$ cat src/rtl/key_event_queue.sv
// Key event queue: turns the decoder's level-held key code into press and
// typematic repeat events, buffered in a small FIFO for the CPU to pop.
//   clk, resetn     : clock, async active-low reset
//   key_in[15:0]    : level key code, only [7:0] used, 0 = no key down
//   pop, ovf_clear  : remove head entry / clear sticky overflow
//   out, empty, full, overflow : {8'b0, head} (0 when empty), FIFO status
module key_event_queue #(
   parameter int DEPTH         = 8,
   parameter int REPEAT_DELAY  = 12562500,
   parameter int REPEAT_PERIOD = 837500
) (
   input  logic        clk,
   input  logic        resetn,
   input  logic [15:0] key_in,
   input  logic        pop,
   input  logic        ovf_clear,
   output logic [15:0] out,
   output logic        empty,
   output logic        full,
   output logic        overflow
);

   localparam int AW   = $clog2(DEPTH);
   localparam int MAXR = (REPEAT_DELAY > REPEAT_PERIOD) ?
                         REPEAT_DELAY : REPEAT_PERIOD;
   localparam int CW   = $clog2(MAXR) + 1;

   localparam logic [CW-1:0] DLY_LAST = CW'(REPEAT_DELAY - 1);
   localparam logic [CW-1:0] PER_LAST = CW'(REPEAT_PERIOD - 1);
   localparam logic [AW:0]   CNT_FULL = (AW+1)'(DEPTH);

   typedef enum logic [1:0] {
      IDLE,
      DELAY,
      REPEAT
   } state_e;

   state_e        state_q, state_d;
   logic [CW-1:0] rcnt_q, rcnt_d;
   logic [7:0]    prev_q, prev_d;
   logic [AW-1:0] wr_ptr_q, wr_ptr_d;
   logic [AW-1:0] rd_ptr_q, rd_ptr_d;
   logic [AW:0]   count_q, count_d;
   logic          ovf_q, ovf_d;
   logic [7:0]    mem_q [DEPTH];

   logic [7:0] key;
   logic       press;
   logic       push;
   logic [7:0] push_data;
   logic       do_pop;
   logic       do_push;
   logic       drop;
   logic       unused_hi;

   // Extended-code byte is already folded into [7:0] by the decoder.
   assign unused_hi = ^key_in[15:8];

   assign key   = key_in[7:0];
   assign press = (key != 8'h00) && (key != prev_q);

   always_comb begin
      state_d   = state_q;
      rcnt_d    = rcnt_q;
      push      = 1'b0;
      push_data = key;
      prev_d    = key;
      if (key == 8'h00) begin
         state_d = IDLE;
         rcnt_d  = '0;
      end else if (press) begin
         push    = 1'b1;
         state_d = DELAY;
         rcnt_d  = '0;
      end else begin
         unique case (state_q)
            DELAY: begin
               if (rcnt_q == DLY_LAST) begin
                  push      = 1'b1;
                  push_data = prev_q;
                  rcnt_d    = '0;
                  state_d   = REPEAT;
               end else begin
                  rcnt_d = rcnt_q + CW'(1);
               end
            end
            REPEAT: begin
               if (rcnt_q == PER_LAST) begin
                  push      = 1'b1;
                  push_data = prev_q;
                  rcnt_d    = '0;
               end else begin
                  rcnt_d = rcnt_q + CW'(1);
               end
            end
            default: begin
               state_d = IDLE;
               rcnt_d  = '0;
            end
         endcase
      end
   end

   assign empty = (count_q == '0);
   assign full  = (count_q == CNT_FULL);

   // A pop frees the slot, so a push into a full FIFO with a pop succeeds.
   assign do_pop  = pop && !empty;
   assign do_push = push && (!full || do_pop);
   assign drop    = push && full && !do_pop;

   always_comb begin
      wr_ptr_d = wr_ptr_q;
      rd_ptr_d = rd_ptr_q;
      count_d  = count_q;
      ovf_d    = ovf_q;
      if (do_push) wr_ptr_d = wr_ptr_q + AW'(1);
      if (do_pop)  rd_ptr_d = rd_ptr_q + AW'(1);
      if (do_push && !do_pop) count_d = count_q + (AW+1)'(1);
      if (do_pop && !do_push) count_d = count_q - (AW+1)'(1);
      // Set beats clear when both happen together.
      if (drop) ovf_d = 1'b1;
      else if (ovf_clear) ovf_d = 1'b0;
   end

   always_ff @(posedge clk or negedge resetn) begin
      if (!resetn) begin
         state_q  <= IDLE;
         rcnt_q   <= '0;
         prev_q   <= '0;
         wr_ptr_q <= '0;
         rd_ptr_q <= '0;
         count_q  <= '0;
         ovf_q    <= 1'b0;
      end else begin
         state_q  <= state_d;
         rcnt_q   <= rcnt_d;
         prev_q   <= prev_d;
         wr_ptr_q <= wr_ptr_d;
         rd_ptr_q <= rd_ptr_d;
         count_q  <= count_d;
         ovf_q    <= ovf_d;
      end
   end

   // Storage needs no reset; count_q gates what is visible.
   always_ff @(posedge clk) begin
      if (do_push) mem_q[wr_ptr_q] <= push_data;
   end

   assign out      = empty ? 16'h0000 : {8'h00, mem_q[rd_ptr_q]};
   assign overflow = ovf_q;

endmodule

$ cat config.mk
export PLATFORM = sky130hd
export DESIGN_NAME = key_event_queue
export DESIGN_NICKNAME = d
export VERILOG_FILES = /design/src/rtl/key_event_queue.sv
export SDC_FILE = /design/constraint.sdc
export NUM_CORES = 1
export LEC_CHECK = 0
export ABC_CLOCK_PERIOD_IN_PS = 4190
export BUFFER_PORTS_ARGS = -buffer_cell sky130_fd_sc_hd__buf_2
export CORE_ASPECT_RATIO = 0.5
export CORE_MARGIN = 2
export CORE_UTILIZATION = 55
export CTS_BUF_LIST = sky130_fd_sc_hd__clkbuf_8 sky130_fd_sc_hd__clkbuf_16
export DETAILED_ROUTE_END_ITERATION = 16
export GPL_TIMING_DRIVEN = 0
export PLACE_DENSITY_LB_ADDON = 0.05
export SYNTH_ARGS = -nofsm -noshare
export SYNTH_HDL_FRONTEND = slang
export SYNTH_SLANG_ARGS = --single-unit
$ cat constraint.sdc
create_clock -name clk -period 4.19 [get_ports clk]
set_clock_uncertainty 0.2 [all_clocks]
set_input_delay 1.257 -clock clk [delete_from_list [all_inputs] [get_ports clk]]
set_output_delay 1.257 -clock clk [all_outputs]
set_load 0.01 [all_outputs]
==> impl_metrics.json <==
{
  "hp-class": "flop to flop",
  "critPathMaxFanout": 10,
  "avgViaCountPerCell": 5.62,
  "slew_headroom_pct": 32.1,
  "n_antenna_cell": 0,
  "synth_cell_type_count": 48,
  "setup_viol": 0,
  "syn-cell-area_mm2": 0.00505,
  "initial_core_util_pct": 57.4,
  "postCtsHoldBufs": 0,
  "p_leak_nw": 2.17,
  "ant_nets": 0,
  "ys_warn_count": 0,
  "period_needed_ns": 3.97,
  "final-hold-violation-count": 0,
  "irDropWorstVdd_uv": 368,
  "grt_pass1_wl_um": 15600,
  "rsz0062_at_grt": "false",
  "nets": 445,
  "drcViolationCount": 0,
  "power.density_mw_per_mm2": 575,
  "gp_congestion": 0.833,
  "cts_buffer_depth": 2,
  "grt_max_degree": 47,
  "dieHeight_um": 71.8,
  "final_cell_mix": "edfxtp_1, nor2_1, dfrtp_1",
  "grt_overflow_total": 0,
  "timing.fmax_mhz": 252,
  "cts_sinks": 110,
  "first_global_vias": 3136,
  "layout_commonest_cell": "edfxtp_1",
  "ios": 39,
  "routed-via-count": 3027,
  "ys_seq_area_share_pct": 60.8,
  "grt_antenna_before_repair": 0,
  "synth_async_sr_flop_share_pct": 41.8,
  "place_ws_ns": -0.0245,
  "rows": 24,
  "design_area_mm2": 0.00563,
  "drive_gt1_share_pct": 19.2,
  "die_w_um": 140,
  "power_w": 0.00324,
  "numCtsBuffers": 9,
  "crit_type": "flop to output port",
  "core_area_mm2": 0.00880,
  "worstPathArrival_ns": 2.52,
  "wl_um": 9430,
  "cts_setup_buffers": 0,
  "grt_use_total_pct": 20.5,
  "htree_levels": 3,
  "ys.flop_type": "edfxtp_1",
  "finalMaxSlewViolations": 0,
  "place_area_mm2": 0.00533,
  "post-route-period-util_pct": 94.8,
  "syn_inst": 377,
  "required_ns": 2.73,
  "utilization_pct": 64.0,
  "drtIter0Drc": 103,
  "dp_hpwl_um": 6580,
  "endpoint_kind": "output port",
  "cts_tree": "yes",
  "insertion_delay_ns": 0.35,
  "root_buffer": "clkbuf_16",
  "dieArea_mm2": 0.0100,
  "start_kind": "flop",
  "wl_per_cell_um": 17.5,
  "maxCapViolations": 0,
  "synth_edf_count": 64,
  "firstDrtPassIters": 5,
  "synth-seq-cells": 110,
  "synth_area_per_cell_um2": 13.4,
  "fin_ws_ns": 0.216,
  "tns_ns": 0,
  "worstMarginPinSlew_ns": 1.02,
  "numPortBuffers": 22,
  "status": "finished, final reports clean",
  "areaGrowthSynthToFinish_pct": 11.5,
  "clk_pin_slew_worst_paths_ns": 0.08
}
-- worst max-delay path, stage by stage, from the launching register on --
cell             delay (ns)
dfrtp_1                0.36
clkbuf_2               0.32
clkdlybuf4s18_2        0.52
mux4_2                 0.56
mux2i_1                0.18
nor2_1                 0.07
buf_2                  0.16
-- Yosys cell counts, drive strengths merged (2+ instances only) --
library cell | instances | share of area, %
a22oi | 7 | 1.0
dfrtp | 46 | 23
clkbuf | 7 | 0.52
nor3 | 4 | 0.40
edfxtp | 64 | 38
mux4 | 16 | 7.1
nand2 | 25 | 1.9
nand3 | 9 | 0.89
nor4b | 2 | 0.35
a31o | 2 | 0.35
ha | 7 | 1.7
and2 | 2 | 0.25
buf | 12 | 1.5
nor3b | 3 | 0.54
mux2i | 10 | 2.0
o21ai | 3 | 0.45
nand4 | 16 | 2.1
nor2 | 57 | 4.4
and3 | 6 | 0.74
xor2 | 15 | 2.6
xnor2 | 22 | 3.8
a21o | 2 | 0.30
inv | 12 | 0.89
or4 | 2 | 0.37
nand2b | 3 | 0.37
a21oi | 3 | 0.30
nor2b | 2 | 0.25
nor4 | 5 | 0.62
-- area by class of cell --
cell class              instances  area (um2)
flip-flops and latches        110        3070
multi-input cells             243        1870
plain buffers                  19         113
well taps                     117         146
fillers                       673        3160
inverters                      12        45.0
clock inverters                 7        56.3
repair buffers                 22         110
clock buffers                   9         225
-- per-stage QoR --
stage | hold slack, ns | cells
2_1_floorplan | 0.255 | 384
6_report | 0.289 | 539
5_1_grt | 0.332 | 539
3_5_place_dp | 0.285 | 523
3_3_place_gp | 0.276 | 523
4_1_cts | 0.294 | 539
-- flip-flops by register name, indices dropped and copies added (netlist names) --
signal    cells
mem_q        64
rcnt_q       25
prev_q        8
count_q       4
rd_ptr_q      3
wr_ptr_q      3
state_q       2
overflow      1
-- cells by family after synthesis --
family                   count (synthesis)  share of synthesized area, %
AO/OA/AOI/OAI                           25                          4.68
flip-flops                             110                          60.8
XOR/XNOR                                37                          6.42
adder cells (fa/ha/maj)                  8                          2.13
multiplexers                            27                          9.41
AND/OR/NAND/NOR                        138                          13.5
buffers and inverters                   31                          2.95
other                                    1                        0.0742
-- timing repair --
item	in CTS	in global routing
gates resized for setup	3	4
cloned	0	0
endpoints found under the setup margin	8	9
-- per-layer routing --
layer / track usage, % / wire length [um]
met5: 0 / 0
met4: 5.39 / 57
met2: 36.9 / 4850
met1: 25.5 / 4230
met3: 4.68 / 296
-- power breakdown --
group          total (W)  leakage (nW)  switching (W)  internal [W]
registers        0.00148          1.18      0.0000877       0.00140
clock network   0.000803         0.141       0.000391      0.000412
logic           0.000953         0.843       0.000529      0.000424
-- path summary, 6_finish.rpt --
kind                        startpoint          end  slack (ns)  cells after the start
setup / recovery           rd_ptr_q[0]       out[1]        0.22                      6
hold reg to reg              rcnt_q[0]    rcnt_q[0]        0.29                      1
hold / removal               rcnt_q[0]    rcnt_q[0]        0.29                      1
max in group asynchronous       resetn  wr_ptr_q[2]        2.28                      1
min in group asynchronous       resetn   rcnt_q[19]        0.89                      1
setup reg to reg             rcnt_q[5]  mem_q[4][4]        0.47                      6
No activity file was read; power rests on OpenSTA's default activity.
